==> config.mk <==
export PLATFORM = sky130hd
export DESIGN_NAME = uart_rx_param
export DESIGN_NICKNAME = d
export VERILOG_FILES = /design/src/rtl/uart_rx_param.sv
export SDC_FILE = /design/constraint.sdc
export NUM_CORES = 1
export LEC_CHECK = 0
export BUFFER_PORTS_ARGS = -buffer_cell sky130_fd_sc_hd__clkbuf_2
export CAP_MARGIN = 20
export CORE_MARGIN = 5
export CORE_UTILIZATION = 56
export CTS_CLUSTER_SIZE = 40
export DETAILED_ROUTE_END_ITERATION = 8
export GPL_TIMING_DRIVEN = 0
export PLACE_DENSITY = 0.77
export SLEW_MARGIN = 20
export SYNTH_ARGS = -nofsm -noshare
export SYNTH_HDL_FRONTEND = slang
export SYNTH_SLANG_ARGS = --single-unit
==> constraint.sdc <==
create_clock -name clk -period 2.6 [get_ports clk]
set_input_delay 0.52 -clock clk [delete_from_list [all_inputs] [get_ports clk]]
set_output_delay 0.52 -clock clk [all_outputs]
set_load 0.02 [all_outputs]
==> src/rtl/uart_rx_param.sv <==
// Parametrised UART receiver. It supports 5..9 data bits (LSB first), a configurable
// bit period, optional even or odd parity, and one or two stop bits. Each bit is
// decided by a three-sample majority vote around mid-bit. Words are handed to the
// consumer over a valid/ready handshake, along with frame, parity and overrun flags.
module uart_rx_param #(
    parameter int DATA_BITS    = 8,
    parameter int CLKS_PER_BIT = 8,
    parameter int PARITY       = 0,
    parameter int STOP_BITS    = 1
) (
    input  logic                 clk,
    input  logic                 rst,
    input  logic                 rx,
    output logic [DATA_BITS-1:0] data_out,
    output logic                 data_valid,
    input  logic                 data_ready,
    output logic                 frame_err,
    output logic                 parity_err,
    output logic                 overrun,
    output logic                 busy
);

    localparam int CW = $clog2(CLKS_PER_BIT);
    localparam int H  = CLKS_PER_BIT / 2;

    localparam logic [CW-1:0] CNT_LAST = CW'(CLKS_PER_BIT - 1);
    localparam logic [CW-1:0] CNT_S0   = CW'(H - 1);
    localparam logic [CW-1:0] CNT_S1   = CW'(H);
    localparam logic [CW-1:0] CNT_DEC  = CW'(H + 1);

    localparam logic [3:0] LAST_DATA = 4'(DATA_BITS - 1);
    localparam logic [3:0] LAST_STOP = 4'(STOP_BITS - 1);

    typedef enum logic [2:0] {
        S_IDLE,
        S_START,
        S_DATA,
        S_PARITY,
        S_STOP
    } state_t;

    state_t               state;
    state_t               state_nxt;
    logic                 rx_p0;
    logic                 rx_p1;
    logic [CW-1:0]        cnt;
    logic [3:0]           bit_idx;
    logic [1:0]           smp;
    logic [DATA_BITS-1:0] shreg;
    logic                 par_acc;
    logic                 par_bad;
    logic                 stop_bad;
    logic                 bit_wrap;
    logic                 decide;
    logic                 bit_val;
    logic                 frame_done;
    logic                 handshake;

    // Two of three samples agree: a single-cycle glitch cannot flip the bit.
    function automatic logic maj3(input logic a, input logic b, input logic c);
        return (a & b) | (a & c) | (b & c);
    endfunction

    // Two-flop synchroniser. It resets to the idle line level so that reset is not
    // mistaken for a start bit.
    always_ff @(posedge clk or posedge rst) begin
        if (rst) begin
            rx_p0 <= 1'b1;
            rx_p1 <= 1'b1;
        end else begin
            rx_p0 <= rx;
            rx_p1 <= rx_p0;
        end
    end

    // State register. busy is registered so that it follows the state exactly.
    always_ff @(posedge clk or posedge rst) begin
        if (rst) begin
            state <= S_IDLE;
            busy  <= 1'b0;
        end else begin
            state <= state_nxt;
            busy  <= (state_nxt != S_IDLE);
        end
    end

    // Next-state logic. The final stop bit returns to IDLE at its decision point,
    // which leaves half a bit of margin before the next start edge.
    always_comb begin
        state_nxt = state;
        case (state)
            S_IDLE:   if (!rx_p1) state_nxt = S_START;
            S_START: begin
                if (decide && bit_val)  state_nxt = S_IDLE;
                else if (bit_wrap)      state_nxt = S_DATA;
            end
            S_DATA: begin
                if (bit_wrap && bit_idx == LAST_DATA)
                    state_nxt = (PARITY != 0) ? S_PARITY : S_STOP;
            end
            S_PARITY: if (bit_wrap)   state_nxt = S_STOP;
            S_STOP:   if (frame_done) state_nxt = S_IDLE;
            default:  state_nxt = S_IDLE;
        endcase
    end

    // Timing strobes derived from the bit counter, plus the voted bit value.
    always_comb begin
        bit_wrap   = (state != S_IDLE) && (cnt == CNT_LAST);
        decide     = (state != S_IDLE) && (cnt == CNT_DEC);
        bit_val    = maj3(smp[1], smp[0], rx_p1);
        frame_done = decide && (state == S_STOP) && (bit_idx == LAST_STOP);
        handshake  = data_valid && data_ready;
    end

    // Bit-period counter, bit index within the current state, and mid-bit samples.
    always_ff @(posedge clk or posedge rst) begin
        if (rst) begin
            cnt     <= '0;
            bit_idx <= '0;
            smp     <= '0;
        end else begin
            if (state == S_IDLE || state_nxt == S_IDLE || bit_wrap)
                cnt <= '0;
            else
                cnt <= cnt + CW'(1);

            if (state_nxt != state)
                bit_idx <= '0;
            else if (bit_wrap)
                bit_idx <= bit_idx + 4'd1;

            if (cnt == CNT_S0 || cnt == CNT_S1)
                smp <= {smp[0], rx_p1};
        end
    end

    // Data shift register. It is always rewritten by a complete frame before use,
    // so it needs no reset.
    always_ff @(posedge clk) begin
        if (decide && state == S_DATA)
            shreg <= {bit_val, shreg[DATA_BITS-1:1]};
    end

    // Per-frame parity and stop-bit accumulators. They are cleared while idle.
    always_ff @(posedge clk or posedge rst) begin
        if (rst) begin
            par_acc  <= 1'b0;
            par_bad  <= 1'b0;
            stop_bad <= 1'b0;
        end else if (state == S_IDLE) begin
            par_acc  <= 1'b0;
            par_bad  <= 1'b0;
            stop_bad <= 1'b0;
        end else if (decide) begin
            case (state)
                S_DATA:   par_acc  <= par_acc ^ bit_val;
                S_PARITY: par_bad  <= (par_acc ^ bit_val) != (PARITY == 2);
                S_STOP:   if (!bit_val) stop_bad <= 1'b1;
                default:  ;
            endcase
        end
    end

    // Output word and handshake. A completed frame always loads. overrun is set only
    // when a completed frame replaces an unread word, and it clears on any handshake.
    always_ff @(posedge clk or posedge rst) begin
        if (rst) begin
            data_out   <= '0;
            data_valid <= 1'b0;
            frame_err  <= 1'b0;
            parity_err <= 1'b0;
            overrun    <= 1'b0;
        end else if (frame_done) begin
            data_out   <= shreg;
            frame_err  <= stop_bad | ~bit_val;
            parity_err <= (PARITY != 0) && par_bad;
            data_valid <= 1'b1;
            if (handshake)
                overrun <= 1'b0;
            else if (data_valid)
                overrun <= 1'b1;
        end else if (handshake) begin
            data_valid <= 1'b0;
            overrun    <= 1'b0;
        end
    end

endmodule
[Word level (Yosys, flattened, before mapping)]
Index checks and enable logic that the tools add are counted.
W data, S select, Z words.
Word-level totals
  memory bits (read-only): 0
  bits in writable memories: 0
  register bits: 35
  bits in latches: 0
  memories: 0
  output and inout bits: 13
  input bits: 4
Cells by class
  multipliers: 0
  bitwise operators: 7
  shift operators: 0
  div/mod/pow operators: 0
  add/sub/neg operators: 2
  eq/ne operators: 11
  reduce and logical (&&, ||, !) cells: 23
  order comparisons: 0
  muxes and demuxes: 19
Operators by type and width (count)
  $mux W3: 7
  $pmux W3 S5: 1
  $eq A3 B3 Y1 const B: 4
  $reduce_bool A2 Y1: 5
  $eq A3 B2 Y1 const B: 3
  $mux W1: 9
  $logic_and A1 B1 Y1: 8
  $mux W4: 2
  $logic_not A3 Y1: 2
  $reduce_bool A3 Y1: 2
  $add A4 B1 Y4 const B: 1
  $eq A4 B3 Y1 const B: 1
  $logic_not A4 Y1: 1
  $add A3 B1 Y3 const B: 1
  $and A1 B1 Y1: 3
  $eq A3 B1 Y1 const B: 1
  $logic_or A1 B1 Y1: 3
  $ne A3 B3 Y1: 1
  $or A1 B1 Y1: 3
  $reduce_and A3 Y1: 1
  $ne A2 B1 Y1 const B: 1
  $reduce_and A2 Y1: 1
  $not A1 Y1: 1

[Depth between registers and ports, before layout]
Gate-level depths: netlist of run 1.
  depth after elaboration: 10
  depth in mapped cells: 7
  gate-level depth less buffers: 6

[Least setup slack after synthesis of run 1]
No wires, ideal clock.
  kind: flip-flop to flip-flop
  from: reg cnt[1]
  to: reg shreg[0] (enable)
  data arrival time: 1.670 ns
  clock period less this slack: 2.068 ns
  cell stages (with the launch flop): 5
  path buffers: 0
  slack: 0.532 ns
  setup time: 0.398 ns
  cells stage by stage: dfrtp_1 inv_1 ha_1 nand2_1 nor4b_1
On the way
  longest elaborated chain between the ends: 3
RTL lines
  start, declared: line 46  | logic [CW-1:0] cnt;
  start signal, assigned: line 126  | cnt <= cnt + CW'(1);
  $eq A3 B3 Y1: line 110  | decide = (state != S_IDLE) && (cnt == CNT_DEC);
  $logic_and A1 B1 Y1: line 110
  $logic_and A1 B1 Y1: line 141  | if (decide && state == S_DATA)
  end signal, assigned: line 142  | shreg <= {bit_val, shreg[DATA_BITS-1:1]};
  end, declared: line 49  | logic [DATA_BITS-1:0] shreg;
No other way between the ends.
A chain may end at the register's enable or synchronous reset.

[Worst setup path in the final report of run 1]
  from: reg cnt[0]
  to: reg bit_idx[1]
On the way
  longest elaborated chain between the ends: 8
  elaborated cells between the ends (all ways): 17
  those cells by class: 3 x eq/ne; 7 x mux; 7 x reduce/logical
RTL lines
  $eq A3 B3 Y1: line 110
  $logic_and A1 B1 Y1: line 110
  $logic_and A1 B1 Y1 (2 in a row): line 112  | frame_done = decide && (state == S_STOP) && (bit_idx == LAST_STOP);
  $mux W3: line 102  | S_STOP: if (frame_done) state_nxt = S_IDLE;
  $pmux W3 S5: line 91  | case (state)
  $ne A3 B3 Y1: line 128  | if (state_nxt != state)
  $mux W4 / $reduce_bool A2 Y1 (equally long branches)
  end signal, assigned: line 131  | bit_idx <= bit_idx + 4'd1;
  end, declared: line 47  | logic [3:0] bit_idx;
Parallel ways exist; a longest one is shown, timed or not.

==> results of run 1 <==
==> cells by family after synthesis <==
group | after synthesis | share of synthesized area (%)
adders and majority gates | 7 | 5.54
xor gates and xnor gates | 3 | 1.71
muxes | 11 | 9.45
AOI/OAI and AO/OA | 18 | 7.98
buffers and inverters | 14 | 4.23
DFF | 35 | 59.8
and+or+nand+nor | 31 | 11.1
other | 1 | 0.244
==> state kept, by name (all words and copies together), names as in the netlist, 2 cells and up <==
| register | count |
|---|---|
| data_out | 8 |
| shreg | 8 |
| bit_idx | 4 |
| cnt | 3 |
| state | 3 |
| smp | 2 |
==> stage by stage <==
stage          instance area (um^2)  hold slack [ps]
3_5_place_dp                   1660              349
6_report                       1740              217
4_1_cts                        1740              248
2_1_floorplan                  1540              345
3_3_place_gp                   1650              347
5_1_grt                        1740              230
==> area by class of cell <==
cell class                      count  area (um^2)
Tap cell                           31         38.8
Clock buffer                        5         37.5
Sequential cell                    35          918
Fill cell                         214          948
Timing Repair Buffer               16         80.1
Inverter                            8         30.0
Buffer                              6         35.0
Clock inverter                      3         38.8
Multi-Input combinational cell     71          559
==> path summary, 6_finish.rpt <==
kind | cells past startpoint | startpoint | end
min in group clk | 1 | rx | rx_p0
max in group asynchronous | 2 | rst | overrun
min reg2reg | 0 | rx_p0 | rx_p1
min | 2 | rst | frame_err
max reg2reg | 7 | cnt[0] | bit_idx[1]
max | 7 | cnt[0] | bit_idx[1]
==> cell usage in the layout, fill, tap and decap left out, types with 2 or more instances in the layout <==
master    instances
nor2_1            9
nor3_1            2
o21ai_0           6
mux2_2            4
xor2_1            2
buf_2             2
dfstp_2           2
inv_1             7
nand2_1           6
clkbuf_1          3
clkbuf_4          5
mux2_4            6
a21oi_1           3
edfxtp_1          8
nor3b_1           3
ha_1              6
dfrtp_1          25
clkbuf_2         15
==> report_power, final <==
part / switching (mW) / total [mW] / internal, mW
clock network: 0.175 / 0.373 / 0.198
logic: 0.195 / 0.352 / 0.157
registers: 0.0587 / 0.702 / 0.643
==> critical path: cells and delay by family (launching register included) <==
kind                       cells  cell delay [ps]
AOI/OAI and AO/OA              2              590
buffers and inverters          1              190
adders and majority gates      2              410
DFF                            1              430
and+or+nand+nor                2              190
==> per-layer routing <==
layer	track usage, %	vias to the layer above	wire length, um
li1	-	466	-
met1	15.4	479	1000
met2	26.2	29	1310
met3	4.14	7	145
met4	7.96	0	56
met5	0	-	0
==> impl_metrics.env, run 1 <==
export IMPL_dp_cells=167
export IMPL_synth_async_sr_flop_share_pct=77.1
export IMPL_antenna_found_initial=0
export IMPL_grt_max_degree=28
export IMPL_synth_most_common_cell="dfrtp_1"
export IMPL_drtPass1Iterations=4
export IMPL_critPathKind="reg2reg"
export IMPL_fmax_mhz=532
export IMPL_ys_types=42
export IMPL_cp_cell_sequence="ha_1 > ha_1 > clkbuf_1 > o21ai_0 > nand2_1 > a2111o_1 > nor2_1"
export IMPL_p_total_mw=1.43
export IMPL_grt_overflow=0
export IMPL_r2r_slack_ps=720
export IMPL_synth_fp_nets=130
export IMPL_fin_cells=175
export IMPL_maxSlewViolCount=0
export IMPL_cts_root_buf="clkbuf_4"
export IMPL_num_antenna_cells=0
export IMPL_syn2layout_area_growth_pct=13.1
export IMPL_run_status="finished, final reports clean"
export IMPL_synth_edf_count=8
export IMPL_cts_sinks=35
export IMPL_wire_per_inst_um=14.3
export IMPL_ys_seq_area_share_pct=59.8
export IMPL_crit_arrival_ps=2150
export IMPL_viasPerCell=5.61
export IMPL_maxSlewHeadroom_pct=61.9
export IMPL_min_period_ps=1880
export IMPL_pre_cts_ws_ps=746
export IMPL_drive_gt1_share_pct=29.2
export IMPL_synth_seq_cells=35
export IMPL_tightest_slew_ps=571
export IMPL_place_gp_congestion=0.825
export IMPL_skew_ps=4.71
export IMPL_power_leakage_nw=0.828
export IMPL_via_count=981
export IMPL_cts_max_path_buffers=2
export IMPL_drtAntennaViolNets=0
export IMPL_finalSetupViolCount=0
export IMPL_h_tree_depth=2
export IMPL_vdd_drop_max_mv=0.609
export IMPL_nets=153
export IMPL_clk_pin_slew_ps=100
export IMPL_power_density_nw_per_um2=821
export IMPL_die_y_um=62.4
export IMPL_synthCells=120
export IMPL_fin_crit_sh_pct=72.3
export IMPL_cts_buffers=5
export IMPL_grt_total_usage_pct=14.7
export IMPL_core_area_um2=2690
export IMPL_grt_pass1_wl_um=4520
export IMPL_postSynthAreaPerCell_um2=12.8
export IMPL_hold_viol=0
export IMPL_cts_resized=0
export IMPL_critical_path_most_common_cell="ha_1"
export IMPL_final_core_util_pct=64.7
export IMPL_start_util_pct=57.2
export IMPL_synth_top_cells_by_area="dfrtp_1, edfxtp_1, mux2_4"
export IMPL_drc=0
export IMPL_cap_violations=0
export IMPL_slowest_stage="dfrtp_1"
export IMPL_synth_commonest_cells="dfrtp_1, nor2_1, edfxtp_1, inv_1"
export IMPL_cts_tree="built"
export IMPL_grt_pass1_vias=1025
export IMPL_rsz0062_at_grt="false"
export IMPL_pin_count=17
export IMPL_rows=19
export IMPL_fin_setup_tns_ps=0
export IMPL_synth_flop_cell="dfrtp_1"
export IMPL_path_max_fanout=8
export IMPL_required_ps=2870
export IMPL_worstSkewPairLatency_ps=330
export IMPL_drt_initial_drc_count=29
export IMPL_synth_top_cell_area_share_pct=40.7
export IMPL_synth_top_area_cell="dfrtp_1"
export IMPL_cp_end_kind="flip-flop"
export IMPL_hpwl_um=1830
export IMPL_die_w_um=62.4
export IMPL_ys_warn_count=0
export IMPL_design_die_area_um2=3890
export IMPL_max_stage_delay_ps=430
export IMPL_min_path_type="in2async"
export IMPL_port_buffers=15
export IMPL_crit_path_start_kind="flip-flop"
export IMPL_worst_slack_ps=720
export IMPL_postCtsSetupBuffers=0
export IMPL_synthesis_area_um2=1540
export IMPL_holdBufCountCts=0
export IMPL_drt_wl_total_um=2510
(Power assumes the default switching activity.)
==> run 2: changes to the inputs <==
==> constraint.sdc (replaced) <==
create_clock -name clk -period 1.8 [get_ports clk]
set_input_delay 0.36 -clock clk [delete_from_list [all_inputs] [get_ports clk]]
set_output_delay 0.36 -clock clk [all_outputs]
set_load 0.02 [all_outputs]
==> impl_metrics.env, run 2 (same netlist as run 1, synthesis figures left out) <==
export IMPL_run_status="finished, final reports clean"
export IMPL_tightest_slew_ps=602
export IMPL_slowest_stage="or3b_4"
export IMPL_cts_root_buf="clkbuf_4"
export IMPL_nets=155
export IMPL_viasPerCell=5.42
export IMPL_drt_wl_total_um=2800
export IMPL_worst_slack_ps=46.5
export IMPL_cp_cell_sequence="or3b_4 > or3_4 > buf_6 > mux2_4"
export IMPL_syn2layout_area_growth_pct=20.8
export IMPL_wire_per_inst_um=15.8
export IMPL_port_buffers=15
export IMPL_crit_arrival_ps=1990
export IMPL_final_cell_mix="dfrtp_1, clkbuf_2, nor2_1"
export IMPL_fin_setup_tns_ps=0
export IMPL_maxSlewHeadroom_pct=59.7
export IMPL_grt_pass1_vias=1007
export IMPL_critPathKind="reg2reg"
export IMPL_min_period_ps=1750
export IMPL_place_gp_congestion=0.837
export IMPL_num_antenna_cells=0
export IMPL_clk_pin_slew_ps=110
export IMPL_die_y_um=62.4
export IMPL_grt_overflow=0
export IMPL_pre_cts_ws_ps=-218
export IMPL_cts_tree="built"
export IMPL_via_count=960
export IMPL_cts_max_path_buffers=2
export IMPL_dp_cells=166
export IMPL_die_w_um=62.4
export IMPL_drive_gt1_share_pct=37.0
export IMPL_fin_cells=177
export IMPL_finalSetupViolCount=0
export IMPL_cts_buffers=5
export IMPL_pin_count=17
export IMPL_fin_crit_sh_pct=97.4
export IMPL_power_leakage_nw=0.856
export IMPL_core_area_um2=2690
export IMPL_crit_family="simple AND/OR/NAND/NOR gates"
export IMPL_cap_violations=0
export IMPL_grt_pass1_wl_um=4750
export IMPL_power_density_nw_per_um2=1290
export IMPL_crit_path_start_kind="flip-flop"
export IMPL_antenna_found_initial=0
export IMPL_design_die_area_um2=3890
export IMPL_hpwl_um=1980
export IMPL_drtPass1Iterations=4
export IMPL_h_tree_depth=2
export IMPL_skew_ps=9.77
export IMPL_required_ps=2040
export IMPL_worstSkewPairLatency_ps=340
export IMPL_grt_total_usage_pct=15.8
export IMPL_top_regs="data_out (8), shreg (8), bit_idx (4)"
export IMPL_min_path_type="in2async"
export IMPL_drtAntennaViolNets=0
export IMPL_drt_initial_drc_count=12
export IMPL_hold_viol=0
export IMPL_crit_buf_inv=1
export IMPL_start_util_pct=57.2
export IMPL_fmax_mhz=570
export IMPL_path_max_fanout=10
export IMPL_final_core_util_pct=69.1
export IMPL_drc=0
export IMPL_holdBufCountCts=0
export IMPL_maxSlewViolCount=0
export IMPL_cp_end_kind="flip-flop"
export IMPL_rows=19
export IMPL_grt_max_degree=28
export IMPL_cts_sinks=35
export IMPL_vdd_drop_max_mv=1.18
export IMPL_max_stage_delay_ps=420
export IMPL_layout_commonest_cell="dfrtp_1"
## run 2: cell types whose count changed in the layout (fill, tap and decap cells not counted), sizes merged
cell	before	now
buf	4	7
clkinv	2	0
bufinv	1	2
clkbuf	23	22
clkinvlp	0	1
## run 2: per-layer routing
layer	share of wire [%]	up-vias	wire length (um)	global-route usage, %
li1	-	471	-	-
met1	38	462	1080	15.9
met2	56	23	1560	28.9
met3	3.9	4	108	4.68
met4	2.1	0	59	7.96
met5	0	-	0	0
## run 2: path summary, 6_finish.rpt
path | from | endpoint | slack (ps) | cells after the start
worst max-delay path | state[0] | data_out[0] | 50 | 4
min in group clk | rx | rx_p0 | 90 | 1
worst max register to register | state[0] | data_out[0] | 50 | 4
worst min register to register | rx_p0 | rx_p1 | 370 | 0
worst min-delay path | rst | data_out[1] | 40 | 2
max in group asynchronous | rst | cnt[0] | 1350 | 2
## run 2: timing repair
action	in CTS	in global routing
pin swaps	0	2
setup buffers	0	4
resized for setup	2	12
endpoints found under the setup margin	13	20
## run 2: per-stage QoR
step	area [um^2]	hold slack, ps	power [mW]
6_report	1860	43.0	2.39
4_1_cts	1770	85.9	2.27
5_1_grt	1860	77.6	2.52
3_5_place_dp	1660	353	1.55
2_1_floorplan	1540	345	1.41
3_3_place_gp	1660	346	1.50
## run 2: final cells by class
| cell class | instances | area [um^2] |
|---|---|---|
| flip-flops and latches | 35 | 920 |
| plain buffers | 5 | 31.3 |
| multi-input cells | 71 | 626 |
| clock inverters | 3 | 67.6 |
| repair buffers | 19 | 105 |
| fillers | 188 | 831 |
| clock buffers | 5 | 37.5 |
| well taps | 31 | 38.8 |
| inverters | 8 | 30.0 |
## run 2: where the power goes
part           leakage (nW)  switching, mW  internal (mW)  total, mW
Clock                0.0514          0.270          0.432      0.702
Combinational         0.382          0.349          0.309      0.658
Sequential            0.422         0.0972          0.931       1.03
## run 2: worst register-to-register path, stage by stage (launching register included)
cell     delay, ps
dfrtp_1        410
or3b_4         420
or3_4          350
buf_6          160
mux2_4         310
